File: config.mk
export PLATFORM = sky130hd
export DESIGN_NAME = function_expander
export DESIGN_NICKNAME = d
export VERILOG_FILES = /design/src/rtl/function_expander.sv
export SDC_FILE = /design/constraint.sdc
export NUM_CORES = 1
export LEC_CHECK = 0
export ABC_AREA = 1
export CORE_MARGIN = 4
export CORE_UTILIZATION = 45
export DETAILED_ROUTE_END_ITERATION = 10
export HOLD_SLACK_MARGIN = 0.08
export PLACE_DENSITY = 0.88
export SLEW_MARGIN = 30
export SYNTH_ARGS = -nofsm -noshare
export SYNTH_HDL_FRONTEND = slang
export SYNTH_SLANG_ARGS = --single-unit
File: constraint.sdc
create_clock -name CLK -period 6.12 [get_ports CLK]
set_input_delay 1.224 -clock CLK [delete_from_list [all_inputs] [get_ports CLK]]
set_output_delay 1.224 -clock CLK [all_outputs]
set_load 0.005 [all_outputs]
File: src/rtl/function_expander.sv
// function_expander: turns a call packet into the packet requests
// that start the called function (descriptor fetch + color alloc).
module function_expander #(
  parameter int         OPCODE_WIDTH         = 6,
  parameter int         PACKET_WIDTH         = OPCODE_WIDTH+10+4*32+3+16+16,
  parameter int         PACKET_REQUEST_WIDTH = 99,
  parameter int         FUNCTION_WIDTH       = 95,
  parameter logic [2:0] DEST_OPTION_NOP      = 3'b000
) (
  input  logic                            CLK,
  input  logic                            RST,
  input  logic [31:0]                     FNADDR,
  input  logic                            RECEIVE_PC_VALID,
  input  logic [PACKET_WIDTH-1:0]         RECEIVE_PC_DATA,
  output logic                            RECEIVE_PC_READY,
  output logic                            SEND_PR_VALID,
  output logic [PACKET_REQUEST_WIDTH-1:0] SEND_PR_DATA,
  input  logic                            SEND_PR_READY,
  output logic                            MEM_SEND_ADDR_VALID,
  output logic [31:0]                     MEM_SEND_ADDR,
  output logic                            MEM_SEND_DATA_VALID,
  output logic [31:0]                     MEM_SEND_DATA,
  input  logic                            MEM_SEND_READY,
  input  logic                            MEM_RECEIVE_VALID,
  input  logic [31:0]                     MEM_RECEIVE_DATA,
  output logic                            MEM_RECEIVE_READY
);

  localparam int FNIDX_LSB = PACKET_WIDTH - OPCODE_WIDTH - 10;
  localparam int D1_LSB    = FNIDX_LSB - 32;
  localparam int D2_LSB    = D1_LSB - 32;

  typedef enum logic [1:0] {
    S_IDLE,
    S_REQ,
    S_RESP,
    S_EMIT
  } state_t;

  state_t state_q, state_d;
  logic [2:0] idx_q, idx_d;

  logic [9:0]  fnidx_q;
  logic [31:0] data1_q, data2_q;
  logic [2:0]  dopt_q;
  logic [15:0] daddr_q, color_q;
  logic [15:0] color_cnt, new_color;
  logic [15:0] cnt_inc;
  logic [FUNCTION_WIDTH-1:0] fn_q;

  logic        pc_fire;
  logic        slot_live;
  logic [18:0] slot_dest;
  logic [15:0] slot_color;
  logic [31:0] slot_d1;

  // opcode, data3/data4 and the top bit of word 2 carry nothing we need
  logic unused_bits;
  assign unused_bits = ^{RECEIVE_PC_DATA[PACKET_WIDTH-1:FNIDX_LSB+10],
                         RECEIVE_PC_DATA[D2_LSB-1:35],
                         MEM_RECEIVE_DATA[31]};

  assign RECEIVE_PC_READY    = (state_q == S_IDLE) && !RST;
  assign pc_fire             = RECEIVE_PC_VALID && RECEIVE_PC_READY;
  assign MEM_SEND_ADDR_VALID = (state_q == S_REQ);
  assign MEM_RECEIVE_READY   = (state_q == S_RESP);
  assign MEM_SEND_DATA_VALID = 1'b0;
  assign MEM_SEND_DATA       = 32'h0;
  assign MEM_SEND_ADDR       = FNADDR + {22'h0, fnidx_q}
                             + {27'h0, idx_q, 2'b00};

  assign cnt_inc = (color_cnt == 16'hFFFF) ? 16'd1 : color_cnt + 16'd1;

  // state register and fetch/slot index
  always_ff @(posedge CLK) begin
    if (RST) begin
      state_q <= S_IDLE;
      idx_q   <= 3'd0;
    end else begin
      state_q <= state_d;
      idx_q   <= idx_d;
    end
  end

  // next state: three fetches, then five emit slots
  always_comb begin
    state_d = state_q;
    idx_d   = idx_q;
    unique case (state_q)
      S_IDLE: begin
        if (pc_fire) begin
          state_d = S_REQ;
          idx_d   = 3'd0;
        end
      end
      S_REQ: begin
        if (MEM_SEND_READY) state_d = S_RESP;
      end
      S_RESP: begin
        if (MEM_RECEIVE_VALID) begin
          if (idx_q == 3'd2) begin
            state_d = S_EMIT;
            idx_d   = 3'd0;
          end else begin
            state_d = S_REQ;
            idx_d   = idx_q + 3'd1;
          end
        end
      end
      S_EMIT: begin
        if (!slot_live || SEND_PR_READY) begin
          if (idx_q == 3'd4) state_d = S_IDLE;
          else idx_d = idx_q + 3'd1;
        end
      end
      default: state_d = S_IDLE;
    endcase
  end

  // call context, color allocation and descriptor capture
  always_ff @(posedge CLK) begin
    if (RST) begin
      color_cnt <= 16'h0;
      new_color <= 16'h0;
    end else if (pc_fire) begin
      fnidx_q   <= RECEIVE_PC_DATA[FNIDX_LSB +: 10];
      data1_q   <= RECEIVE_PC_DATA[D1_LSB +: 32];
      data2_q   <= RECEIVE_PC_DATA[D2_LSB +: 32];
      dopt_q    <= RECEIVE_PC_DATA[34:32];
      daddr_q   <= RECEIVE_PC_DATA[31:16];
      color_q   <= RECEIVE_PC_DATA[15:0];
      color_cnt <= cnt_inc;
      new_color <= cnt_inc;
    end else if (state_q == S_RESP && MEM_RECEIVE_VALID) begin
      unique case (idx_q)
        3'd0:    fn_q[94:63] <= MEM_RECEIVE_DATA;
        3'd1:    fn_q[62:31] <= MEM_RECEIVE_DATA;
        default: fn_q[30:0]  <= MEM_RECEIVE_DATA[30:0];
      endcase
    end
  end

  // request content for the current emit slot
  always_comb begin
    slot_dest  = fn_q[94:76];
    slot_color = new_color;
    slot_d1    = {16'h0, color_q};
    unique case (idx_q)
      3'd1: begin
        slot_dest  = fn_q[75:57];
        slot_color = color_q;
        slot_d1    = {13'h0, dopt_q, daddr_q};
      end
      3'd2: begin
        slot_dest = fn_q[56:38];
        slot_d1   = data1_q;
      end
      3'd3: begin
        slot_dest = fn_q[37:19];
        slot_d1   = data2_q;
      end
      3'd4: begin
        slot_dest = fn_q[18:0];
        slot_d1   = 32'h0;
      end
      default: ;
    endcase
  end

  assign slot_live     = (idx_q < 3'd2)
                      || (slot_dest[18:16] != DEST_OPTION_NOP);
  assign SEND_PR_VALID = (state_q == S_EMIT) && slot_live;
  assign SEND_PR_DATA  = {slot_dest, slot_color, slot_d1, 32'h0};

endmodule

Word-level counts from Yosys, hierarchy flattened
Index checks and enable logic that the tools add are counted.
- $mul: 0
- div/mod/pow operators: 0
- add/sub/neg operators: 4
- $lt $le $gt $ge: 1
- multiplexer cells: 17
- reductions and logical operators: 19
- bitwise operators: 3
- equal/unequal tests: 14
- shift-type cells: 0
- operators with widths (kind ; count):
    $pmux W32 S4 ; 1
    $pmux W19 S4 ; 1
    $add A32 B10 Y32 ; 1
    $add A32 B5 Y32 ; 1
    $mux W16 ; 2
    $add A16 B1 Y16 const B ; 1
    $eq A16 B16 Y1 const B ; 1
    $mux W3 ; 5
    $mux W2 ; 6
    $reduce_and A4 Y1 ; 3
    $ne A2 B2 Y1 const B ; 5
    $reduce_and A5 Y1 ; 2
    $pmux W3 S3 ; 1
    $pmux W2 S4 ; 1
    $eq A3 B2 Y1 const B ; 2
    $reduce_bool A3 Y1 ; 2
    $eq A2 B2 Y1 const B ; 2
    $logic_and A1 B1 Y1 ; 4
    $add A3 B1 Y3 const B ; 1
    $eq A3 B1 Y1 const B ; 1
    $eq A3 B3 Y1 const B ; 1
    $logic_not A3 Y1 ; 1
    $lt A3 B2 Y1 const B ; 1
    $not A1 Y1 ; 3
    7 further kinds ; 9
- register bits: 225
- bits in read-only memories: 0
- latch bits: 0
- word-level logic and storage cells: 70
- bits of input ports: 249
- memories kept: 0
- memory bits (writable): 0

Longest topological paths before layout
- word-level depth: 8
- gate-level depth with buffers: 16
- mapped depth without buffers: 16

Worst setup path after synthesis
No wires, ideal clock.
- path kind: input -> output
- start: input FNADDR[2]
- end: output MEM_SEND_ADDR[11]
- required time: 4.896 ns
- data arrival time: 3.159 ns
- stages: 11
- slack: 1.737 ns
- cells stage by stage: inv_1 > fa_1 > inv_1 > fa_1 > nand2_1 > nand2_1 > o21ai_0 > o21a_1 > o21ai_0 > a21oi_1 > xnor2_1
- cells in the longest elaborated chain, start to end: 2
- RTL lines (what ; line ; text):
    start, declared ; 12 ; input logic [31:0] FNADDR,
    $add A32 B10 Y32 ; 69 ; assign MEM_SEND_ADDR = FNADDR + {22'h0, fnidx_q}
    $add A32 B5 Y32 ; 70 ; + {27'h0, idx_q, 2'b00};
    end, declared ; 20 ; output logic [31:0] MEM_SEND_ADDR,
No other way between the ends.

Worst setup path in the final report
- start: input FNADDR[2]
- end: output MEM_SEND_ADDR[26]
Same word-level chain as after synthesis.

==> flow_metrics.env <==
export IMPL_drtAntennaViolNets=0
export IMPL_crit_buf_inv=4
export IMPL_stdcell_count=1607
export IMPL_holdPathStages=2
export IMPL_worstReg2RegEnd="state_q[1]$_SDFFE_PP0P_"
export IMPL_syn_avg_cell_area_um2=10.8
export IMPL_grt_pass1_wl_um=43200
export IMPL_cts_tree="yes"
export IMPL_max_stage_delay_ns=0.53
export IMPL_r2r_start="idx_q[0]$_SDFFE_PP0P_"
export IMPL_die_area_mm2=0.0262
export IMPL_hold_viol=0
export IMPL_drt_pass1_iterations=5
export IMPL_ctsRootBufferMaster="clkbuf_16"
export IMPL_coreArea_mm2=0.0234
export IMPL_synth_seq_cells=225
export IMPL_h_tree_depth=1
export IMPL_ys_seq_area_share_pct=61.5
export IMPL_mostFrequentLayoutCell="nand2_1"
export IMPL_ctsLongestPathBuffers=3
export IMPL_grt_pass1_vias=8174
export IMPL_netlist_area_mm2=0.0106
export IMPL_tns_ns=0
export IMPL_drt_initial_drc_count=650
export IMPL_tightest_slew_ns=0.950
export IMPL_drt_total_wl_um=29100
export IMPL_fin_nets=1546
export IMPL_clk_latency_ns=0.51
export IMPL_power_leakage_uw=0.00542
export IMPL_overflow=0
export IMPL_timing_hold_ws_ns=0.519
export IMPL_skew_ns=0.00888
export IMPL_ir_worst_vdd_mv=0.283
export IMPL_chipHeight_um=162
export IMPL_finalSetupViolations=0
export IMPL_cp_max_fo=3
export IMPL_worst_ep_required_time_ns=4.90
export IMPL_antenna_found_initial=1
export IMPL_crit_chain="clkdlybuf4s50_1, inv_1, fa_1, inv_1, ha_1, nand3_1, nand3_1, a31oi_1, o21ai_1, nand2_1, nor2_1, xor2_1, clkdlybuf4s50_1"
export IMPL_drc=0
export IMPL_r2r_setup_slack_ns=3.47
export IMPL_synth_distinct_cells=43
export IMPL_synth_edf_count=204
export IMPL_vias=8168
export IMPL_cp_start_kind="input pin"
export IMPL_synth_ff_type="edfxtp_1"
export IMPL_cp_top_family="buffers and inverters"
export IMPL_hp_start="new_color[2]$_SDFFE_PP0P_"
export IMPL_yosysWarnings=0
export IMPL_area_growth_syn_to_layout_pct=34.6
export IMPL_hp_class="reg2reg"
export IMPL_synthCells=985
export IMPL_place_congestion=0.942
export IMPL_initial_core_util_pct=45.5
export IMPL_portBuffers=281
export IMPL_outcome="complete, no violations"
export IMPL_critPathSlowestCell="clkdlybuf4s50_1"
export IMPL_power_density_mw_per_mm2=344
export IMPL_final_cell_mix="nand2_1, clkdlybuf4s50_1, edfxtp_1, inv_1, conb_1"
export IMPL_grt_start_max_net_pins=98
export IMPL_hold_path_end="new_color[2]$_SDFFE_PP0P_"
export IMPL_io_pins=417
export IMPL_post_dp_hpwl_um=21300
export IMPL_clock_sinks=225
export IMPL_worstSetupEndpointType="output pin"
export IMPL_ys_async_sr_fraction_pct=0
export IMPL_drv_cap=0
export IMPL_die_x_um=162
export IMPL_dp_cells=1563
export IMPL_slew_violations=0
export IMPL_timing_slew_headroom_pct=36.7
export IMPL_wl_per_cell_um=18.1
export IMPL_worst_r2r_path_depth=16
export IMPL_viasPerCell=5.08
export IMPL_rsz0062_at_grt="no"
export IMPL_rows=56
export IMPL_fmax_ghz=0.176
export IMPL_grt_use_total_pct=20.9
export IMPL_postCtsSetupRepairBufs=0
export IMPL_drive_above_1_share_pct=5.98
export IMPL_path_class="in2out"
export IMPL_cts_buffers=24
export IMPL_ctsHoldBuffers=0
export IMPL_cp_data_arrival_time_ns=4.46
export IMPL_cts_repair_resized=0
export IMPL_fin_crit_ns=5.69
export IMPL_clkSlewWorstSetupHoldPaths_ns=0.06
export IMPL_finalCritPeriodShare_pct=92.9
==> cell type report <==
type,count,area [um^2]
flip-flops and latches,225,6550
diodes,1,2.50
repair buffers,291,2920
multi-input cells,657,3440
fillers,1771,9080
clock inverters,12,88.8
clock buffers,31,648
well taps,319,399
inverters,71,273
==> kinds of logic after synthesis <==
group                    synth area share (%)
adder cells (fa/ha/maj)                  3.46
flip-flops                               61.5
buffers and inverters                    8.56
AND/OR/NAND/NOR                          18.4
other                                  0.0352
AO/OA/AOI/OAI                            5.20
XOR/XNOR                                 2.80
==> worst max-delay path by stage <==
stage | startpoint | to | depth (start not counted)
after global placement | FNADDR[2] | MEM_SEND_ADDR[26] | 13
after CTS | FNADDR[2] | MEM_SEND_ADDR[26] | 13
after detailed placement | FNADDR[2] | MEM_SEND_ADDR[26] | 13
final | FNADDR[2] | MEM_SEND_ADDR[26] | 13
after global routing | FNADDR[2] | MEM_SEND_ADDR[11] | 13
after floorplan | FNADDR[2] | MEM_SEND_ADDR[11] | 11
==> worst min-delay path: cells and delay by family (launching register included) <==
family	cells	cell delay (ns)
compound gates	1	0.06
buf+inv	1	0.07
flops	1	0.33
==> sequential cells by signal (all words and copies together), names as in the netlist <==
| signal | flops |
|---|---|
| fnidx_q | 10 |
| fn_q | 95 |
| dopt_q | 3 |
| daddr_q | 16 |
| state_q | 2 |
| color_q | 16 |
| new_color | 16 |
| idx_q | 3 |
| data2_q | 32 |
| data1_q | 32 |
==> routing by layer <==
layer / vias up / share of wire, % / track usage [%]
li1: 3808 / - / -
met1: 3820 / 36 / 24.3
met2: 458 / 49 / 36.5
met3: 82 / 9.9 / 5.28
met4: 0 / 4.6 / 9.73
met5: - / 0 / 0
==> synth_stat cells, types with 2 or more instances <==
master | n | area, um^2
a211oi_1 | 3 | 22.5
a21oi_1 | 14 | 70.1
a22o_1 | 13 | 114
a41oi_1 | 16 | 140
buf_1 | 4 | 15.0
buf_2 | 9 | 45.0
buf_4 | 66 | 495
buf_6 | 3 | 33.8
clkbuf_1 | 14 | 52.6
dfxtp_1 | 21 | 420
edfxtp_1 | 204 | 6130
fa_1 | 4 | 80.1
ha_1 | 23 | 288
inv_1 | 67 | 251
inv_2 | 3 | 11.3
nand2_1 | 293 | 1100
nand2_2 | 5 | 31.3
nand3_1 | 28 | 140
nand3_4 | 3 | 52.6
nand4_1 | 25 | 156
nor2_1 | 65 | 244
nor2_2 | 2 | 12.5
nor2_4 | 6 | 67.6
nor3_1 | 10 | 50.1
nor3_2 | 3 | 30.0
nor3b_1 | 3 | 22.5
o21ai_0 | 27 | 135
o21ai_1 | 4 | 20.0
xnor2_1 | 10 | 87.6
xor2_1 | 24 | 210
==> report_power, final <==
part / internal (uW) / total [uW] / switching, uW / leakage, uW
Combinational: 765 / 1650 / 881 / 0.00303
Clock: 788 / 1360 / 575 / 0.000356
Sequential: 1850 / 1910 / 66.8 / 0.00203
==> per-stage QoR <==
stage | instance area (um^2) | utilization, % | setup slack, ns | total power (uW)
after floorplan | 10900 | - | 1.74 | 2740
after global placement | 13600 | 57.9 | 0.459 | 3540
after detailed placement | 13600 | 58.0 | 0.438 | 3590
after CTS | 14300 | 61.2 | 0.434 | 4960
after global routing | 14300 | 61.2 | 0.300 | 5180
final | 14300 | 61.2 | 0.434 | 4920
Power figures use the tool's default switching activity.
